===== src/rtl/split_struct_pkg.sv =====
// Shared definitions for the split struct packer.
// Holds the beat mode encodings and a generic field-order reversal helper.
package split_struct_pkg;

    localparam logic MODE_NATURAL  = 1'b0;
    localparam logic MODE_REVERSED = 1'b1;

    // Widest beat the reversal helper can handle, and the bit-index width that goes with it.
    localparam int unsigned MAX_BITS = 1024;
    localparam int unsigned IDX_W    = 10;

    // Output field k takes input field num_fields-1-k; bits above num_fields*field_w are zero.
    function automatic logic [MAX_BITS-1:0] reverse_fields(
        input logic [MAX_BITS-1:0] data,
        input int unsigned         num_fields,
        input int unsigned         field_w
    );
        logic [MAX_BITS-1:0] res;
        res = '0;
        for (int unsigned k = 0; k < num_fields; k++) begin
            for (int unsigned b = 0; b < field_w; b++) begin
                res[IDX_W'(k * field_w + b)] = data[IDX_W'((num_fields - 1 - k) * field_w + b)];
            end
        end
        return res;
    endfunction

endpackage


===== src/rtl/split_struct_fifo.sv =====
// Parametrised FIFO for packed beats.
// Ports: clk, rst_n (async active-low); push_valid/push_ready/push_data on the write side;
// pop_valid/pop_ready/pop_data on the read side; count = beats currently stored.
// All outputs are registers: pop_data is a head register so it keeps the last popped
// value when the FIFO runs empty.
module split_struct_fifo #(
    parameter int unsigned DATA_W = 4,
    parameter int unsigned DEPTH  = 4
) (
    input  logic                       clk,
    input  logic                       rst_n,
    input  logic                       push_valid,
    output logic                       push_ready,
    input  logic [DATA_W-1:0]          push_data,
    output logic                       pop_valid,
    input  logic                       pop_ready,
    output logic [DATA_W-1:0]          pop_data,
    output logic [$clog2(DEPTH+1)-1:0] count
);

    localparam int unsigned PTR_W = $clog2(DEPTH);
    localparam int unsigned CNT_W = $clog2(DEPTH+1);

    logic [DATA_W-1:0] mem [DEPTH];
    logic [PTR_W-1:0]  wr_ptr_q, rd_ptr_q;
    logic [CNT_W-1:0]  count_q, count_nxt;
    logic [DATA_W-1:0] head_q, head_nxt;
    logic              ready_q, valid_q;
    logic              push, pop;

    assign push = push_valid && ready_q;
    assign pop  = valid_q && pop_ready;

    // Occupancy after this edge.
    always_comb begin
        count_nxt = count_q;
        if (push && !pop) begin
            count_nxt = count_q + CNT_W'(1);
        end else if (!push && pop) begin
            count_nxt = count_q - CNT_W'(1);
        end
    end

    // New head: next stored entry after a pop, or the incoming beat when it lands at the head.
    always_comb begin
        head_nxt = head_q;
        if (pop) begin
            if (count_q > CNT_W'(1)) begin
                head_nxt = mem[rd_ptr_q + PTR_W'(1)];
            end else if (push) begin
                head_nxt = push_data;
            end
        end else if (push && (count_q == '0)) begin
            head_nxt = push_data;
        end
    end

    // Control state; pointers wrap naturally since DEPTH is a power of two.
    always_ff @(posedge clk or negedge rst_n) begin
        if (!rst_n) begin
            wr_ptr_q <= '0;
            rd_ptr_q <= '0;
            count_q  <= '0;
            head_q   <= '0;
            ready_q  <= 1'b0;
            valid_q  <= 1'b0;
        end else begin
            if (push) wr_ptr_q <= wr_ptr_q + PTR_W'(1);
            if (pop)  rd_ptr_q <= rd_ptr_q + PTR_W'(1);
            count_q <= count_nxt;
            head_q  <= head_nxt;
            ready_q <= (count_nxt != CNT_W'(DEPTH));
            valid_q <= (count_nxt != '0);
        end
    end

    // Storage array.
    always_ff @(posedge clk) begin
        if (push) mem[wr_ptr_q] <= push_data;
    end

    assign push_ready = ready_q;
    assign pop_valid  = valid_q;
    assign pop_data   = head_q;
    assign count      = count_q;

endmodule


===== src/rtl/split_struct_packer.sv =====
// Packs each input beat in natural or reversed field order and buffers the result.
// Ports: clk, rst_n (async active-low); in_valid/in_ready/in_fields/in_mode input beat;
// out_valid/out_ready/out_data packed output beat; count = beats buffered.
module split_struct_packer
    import split_struct_pkg::*;
#(
    parameter int unsigned FIELD_W    = 2,
    parameter int unsigned NUM_FIELDS = 2,
    parameter int unsigned DEPTH      = 4
) (
    input  logic                            clk,
    input  logic                            rst_n,
    input  logic                            in_valid,
    output logic                            in_ready,
    input  logic [NUM_FIELDS*FIELD_W-1:0]   in_fields,
    input  logic                            in_mode,
    output logic                            out_valid,
    input  logic                            out_ready,
    output logic [NUM_FIELDS*FIELD_W-1:0]   out_data,
    output logic [$clog2(DEPTH+1)-1:0]      count
);

    localparam int unsigned DATA_W = NUM_FIELDS * FIELD_W;

    logic [DATA_W-1:0] packed_beat;

    // Field ordering applied at the push; only the packed beat is stored.
    always_comb begin
        packed_beat = in_fields;
        if (in_mode == MODE_REVERSED) begin
            packed_beat = DATA_W'(reverse_fields(MAX_BITS'(in_fields), NUM_FIELDS, FIELD_W));
        end
    end

    split_struct_fifo #(
        .DATA_W (DATA_W),
        .DEPTH  (DEPTH)
    ) u_fifo (
        .clk        (clk),
        .rst_n      (rst_n),
        .push_valid (in_valid),
        .push_ready (in_ready),
        .push_data  (packed_beat),
        .pop_valid  (out_valid),
        .pop_ready  (out_ready),
        .pop_data   (out_data),
        .count      (count)
    );

endmodule


===== config.mk =====
export PLATFORM = sky130hd
export DESIGN_NAME = split_struct_packer
export DESIGN_NICKNAME = d
export VERILOG_FILES = /design/src/rtl/split_struct_pkg.sv /design/src/rtl/split_struct_fifo.sv /design/src/rtl/split_struct_packer.sv
export SDC_FILE = /design/constraint.sdc
export NUM_CORES = 1
export LEC_CHECK = 0
export ABC_AREA = 0
export BUFFER_PORTS_ARGS = -buffer_cell sky130_fd_sc_hd__buf_2
export CORE_MARGIN = 1.5
export CORE_UTILIZATION = 55
export CTS_CLUSTER_DIAMETER = 120
export DETAILED_ROUTE_END_ITERATION = 10
export HOLD_SLACK_MARGIN = 0.15
export PLACE_DENSITY = 0.72
export SLEW_MARGIN = 20
export SYNTH_ARGS = -nofsm -noshare
export SYNTH_HDL_FRONTEND = slang
export SYNTH_SLANG_ARGS = --single-unit

===== constraint.sdc =====
create_clock -name clk -period 2.76 [get_ports clk]
set_input_delay 0.138 -clock clk [delete_from_list [all_inputs] [get_ports clk]]
set_output_delay 0.138 -clock clk [all_outputs]
set_load 0.05 [all_outputs]

# Yosys cells after proc, flatten, opt, wreduce, memory -nomap -nowiden
# Memory sizes are Yosys's and may differ from the RTL's.
# Index checks and enable logic that the tools add are counted.
# totals
ff_bits	13
ram_bits	16
memories	1
# classes
mux	9
n_eq_ne	2
n_reduce_logical	11
order_cmp	1
addsub	4
# mem_list
name	words	word_bits	rd	rd_clocked_by_memory_dff	wr	line_no	rtl
u_fifo.mem	4	4	1	0	1	split_struct_fifo.sv:24	logic [DATA_W-1:0] mem [DEPTH];
# ops
operator	count
$mux 4	5
$mux 3	2
$logic_and 1x1->1	5
$add 2x1->2 const B	2
$add 3x1->3 const B	1
$gt 3x1->1 const B	1
$logic_not 3->1	1
$ne 3x2->1 const B	1
$ne 3x3->1 const B	1
$reduce_bool 3->1	1
$sub 3x1->3 const B	1
$logic_not 1->1	2
$mux 1	2
$reduce_and 2->1	1
$reduce_bool 2->1	1

# Longest topological paths before layout
# depth
word_depth	6
depth_mapped	6
ltp_nobuf	6

# Modules after synthesis
# From an unflattened synthesis, not the netlist that was laid out.
# hier_totals
cells_unflattened	98
area_unflattened_um2	1385.1
# by_module_without_submodules
mod	instances	area_each_um2	cells_per_inst
split_struct_fifo	1	1340.0	94
split_struct_packer	1	45.0	4

# Least setup slack after synthesis
# No wires, ideal clock.
# synth_path
path_type	reg2reg
startpoint	register u_fifo.count_q[1], in the netlist u_fifo.count[1]
endpoint	register u_fifo.head_q[0], in the netlist u_fifo.pop_data[0]
setup_time_ns	0.125
arrival_time_ns	1.816
synth_period_minus_slack_ns	1.941
n_path_buf	0
path_stages_with_launch	7
slack_ns	0.819
path_cell_list	dfrtp_1 inv_1 ha_1 nand2b_1 a21boi_4 mux2_1 mux2_2
# synth_via
elab_chain_len	4
# synth_rtl
element	line_no	rtl
from (decl)	split_struct_fifo.sv:26	logic [CNT_W-1:0] count_q, count_nxt;
from (signal assigned)	split_struct_fifo.sv:70	count_q <= count_nxt;
branches (longest 4 deep; another with $gt 3x1->1)	n/a	
to (signal assigned)	split_struct_fifo.sv:71	head_q <= head_nxt;
to (decl)	split_struct_fifo.sv:27	logic [DATA_W-1:0] head_q, head_nxt;
# Several ways; the timed one is not identified.
# A chain may end at the register's enable or synchronous reset.

# Worst setup path after layout
# layout_path
startpoint	register u_fifo.count_q[1], in the netlist u_fifo.count[1]
endpoint	register u_fifo.head_q[2], in the netlist u_fifo.pop_data[2]
# Same word-level chain as after synthesis.

==> flow_summary.toml <==
[yosys]
synth_area_um2 = 1408
ys_warn_count = 0
avgSynthCellArea_um2 = 15.82
yosys_register_bits = 29
netlist_instances = 89
yosysUniqueCellTypes = 25
synth_seq_area_share_pct = 57.24
syn_nets = 106

[setup_path]
arrival_ps = 1990
end_kind = "register"
crit_required_ps = 2970
critPathKind = "register to register"
timing.rr.start = "u_fifo.count[1]"
reg2reg_slack_ps = 980
crit_path_max_fanout = 5
crit_buf_inv = 1
reg2reg_to = "u_fifo.pop_data[2]"
crit_path_start_kind = "register"
r2r_cells = 6
crit_start = "u_fifo.count[1]"
critPathTopFamily = "multiplexers"
cpMaxStageDelayCell = "dfrtp_1"
cpPeakStageDelay_ps = 450
crit_chain = "inv_1, ha_1, nand2b_1, a21boi_4, mux2_1, mux2_2"

[min_path]
hold_depth = 2
min_to = "u_fifo.mem[0][1]"
min_path_type = "primary input to register"
worstHoldStart = "in_fields[3]"

[timing]
hold_viol_final = 0
post-route-period-util_pct = 64.40
rsz0062_at_grt = "false"
slew_violations = 0
fmax_mhz = 562.6
fin_tns_setup_ps = 0
min_period_ps = 1777
relSlewSlack_pct = 63.43
fin_worst_skew_ps = 5.331
setup_viol = 0
tightestPinTransition_ps = 542.9
fin_ws_ps = 982.7

[die]
top_level_ports = 18
chipHeight_um = 53.59
rows = 18
die_w_um = 53.59
initial_core_util_pct = 57.34
die_area_um2 = 2872
coreArea_um2 = 2455

[drt]
route.detailed.drc = 0
drtAntennaViolNets = 0
routedWlPerCell_um = 15.69
vias = 756
drt-total-wl_um = 2228
post_drt_via_cell_ratio = 5.324
dr.first_iter.drc_count = 6
drtPass1Iterations = 4

[layout]
fin_nets = 128
drive_gt1_share_pct = 33.93
syn2layout_area_growth_pct = 11.38
final_common_cell = "buf_2"
num_antenna_cells = 0
final_cell_mix = "buf_2, edfxtp_1, dfrtp_1, mux2_2, ha_1"

[clocking]
max-clock-path-buffers = 2
clk_pin_slew_ps = 90
clkSinkCount = 29
cts_setup_buffers = 0
tritoncts = "built"
cts_made_buffers = 5
insertion_delay_ps = 320
h-tree-depth = 2
root_buffer = "clkbuf_4"
cts_resized = 0

[global_routing]
grt_max_degree = 14
grt_pass1_vias = 747
groute.usage.overall_pct = 18.88
grt_pass1_wl_um = 3484
antenna_found_initial = 0
grt-ovfl-total = 0

[status]
status = "completed"

[power]
leakagePower_nw = 0.6583
vdd_ir_drop_max_uv = 809.0
p_per_area_nw_per_um2 = 1114

[placement]
gp_congestion = 0.6866
post-place-ws_ps = 984.3
port-buffer-count = 17
dp_hpwl_um = 1710

[run]
cap_violations = 0
logic make-up after synthesis:
logic type,after synthesis,synth area share (%)
adder cells (fa/ha/maj),8,7.111
buffers and inverters,7,2.666
AO/OA/AOI/OAI,7,5.512
XOR/XNOR,6,4.711
flip-flops,29,57.24
AND/OR/NAND/NOR,15,6.044
multiplexers,17,16.71
power by group:
part | switching (mW) | internal (mW)
Clock | 0.140 | 0.0918
Sequential | 0.108 | 0.603
Combinational | 0.471 | 0.332
cell usage after synthesis:
| library cell | instances | share of area (%) |
|---|---|---|
| a211o_1 | 1 | 0.62 |
| o21ai_0 | 2 | 0.71 |
| inv_1 | 4 | 1.1 |
| nand2b_1 | 2 | 0.89 |
| nor3_1 | 1 | 0.36 |
| edfxtp_1 | 16 | 34 |
| a21boi_0 | 1 | 0.53 |
| and2_1 | 1 | 0.44 |
| buf_4 | 1 | 0.53 |
| mux2i_1 | 1 | 0.71 |
| mux2_2 | 8 | 6.4 |
| nand2_1 | 4 | 1.1 |
| mux2_1 | 4 | 3.2 |
| a2111oi_4 | 1 | 2.0 |
| ha_1 | 8 | 7.1 |
| xnor2_1 | 5 | 3.1 |
| and2_4 | 1 | 0.62 |
| clkbuf_1 | 1 | 0.27 |
| dfrtp_1 | 13 | 23 |
| mux4_2 | 4 | 6.4 |
| buf_6 | 1 | 0.80 |
| and3_1 | 6 | 2.7 |
| a21oi_1 | 1 | 0.36 |
| a21boi_4 | 1 | 1.3 |
| xnor3_1 | 1 | 1.6 |
sequential cells by signal, summed over array words and instances (netlist names):
name and flops:
u_fifo.count 3, u_fifo.wr_ptr_q 2, u_fifo.rd_ptr_q 2, u_fifo.mem 16, u_fifo.push_ready 1, u_fifo.pop_data 4, u_fifo.pop_valid 1
worst max path at each step:
stage                         end  slack [ps]  depth (start not counted)
2_1_floorplan  u_fifo.pop_data[0]         820                          6
3_3_place_gp   u_fifo.pop_data[2]        1050                          6
3_5_place_dp   u_fifo.pop_data[2]         980                          5
4_1_cts        u_fifo.pop_data[2]         970                          5
5_1_grt        u_fifo.pop_data[2]         880                          6
6_report       u_fifo.pop_data[2]         980                          6
per-stage QoR:
step	instances	area, µm²	power (mW)	hold WS (ps)	util, %
2_1_floorplan	89	1408	1.363	-157.6	-
3_3_place_gp	133	1508	1.506	40.12	61.42
3_5_place_dp	133	1508	1.529	44.49	61.42
4_1_cts	142	1568	1.766	206.2	63.86
5_1_grt	142	1568	1.857	214.8	63.86
6_report	142	1568	1.746	210.8	63.86
per-layer routing:
metal	up-vias	GRT usage, %	share of wire [%]
met5	-	0	0
met4	0	12.82	2.5
met3	4	6.389	3.5
met2	14	26.95	46
met1	370	24.30	48
li1	368	-	-
layout make-up:
cell class	instances	area [µm²]
inverter	4	15.01
fill	198	887.1
timing repair buffer	18	95.09
multi-input combinational	53	564.3
clock inverter	3	12.51
sequential	29	805.8
clock buffer	5	37.54
tap	30	37.54
repair_timing:
| item | CTS | global route |
|---|---|---|
| setup endpoints to repair | 0 | 0 |
| hold buffers | 1 | 0 |
| endpoints found under the hold margin | 13 | 0 |
Power figures use the tool's default switching activity.
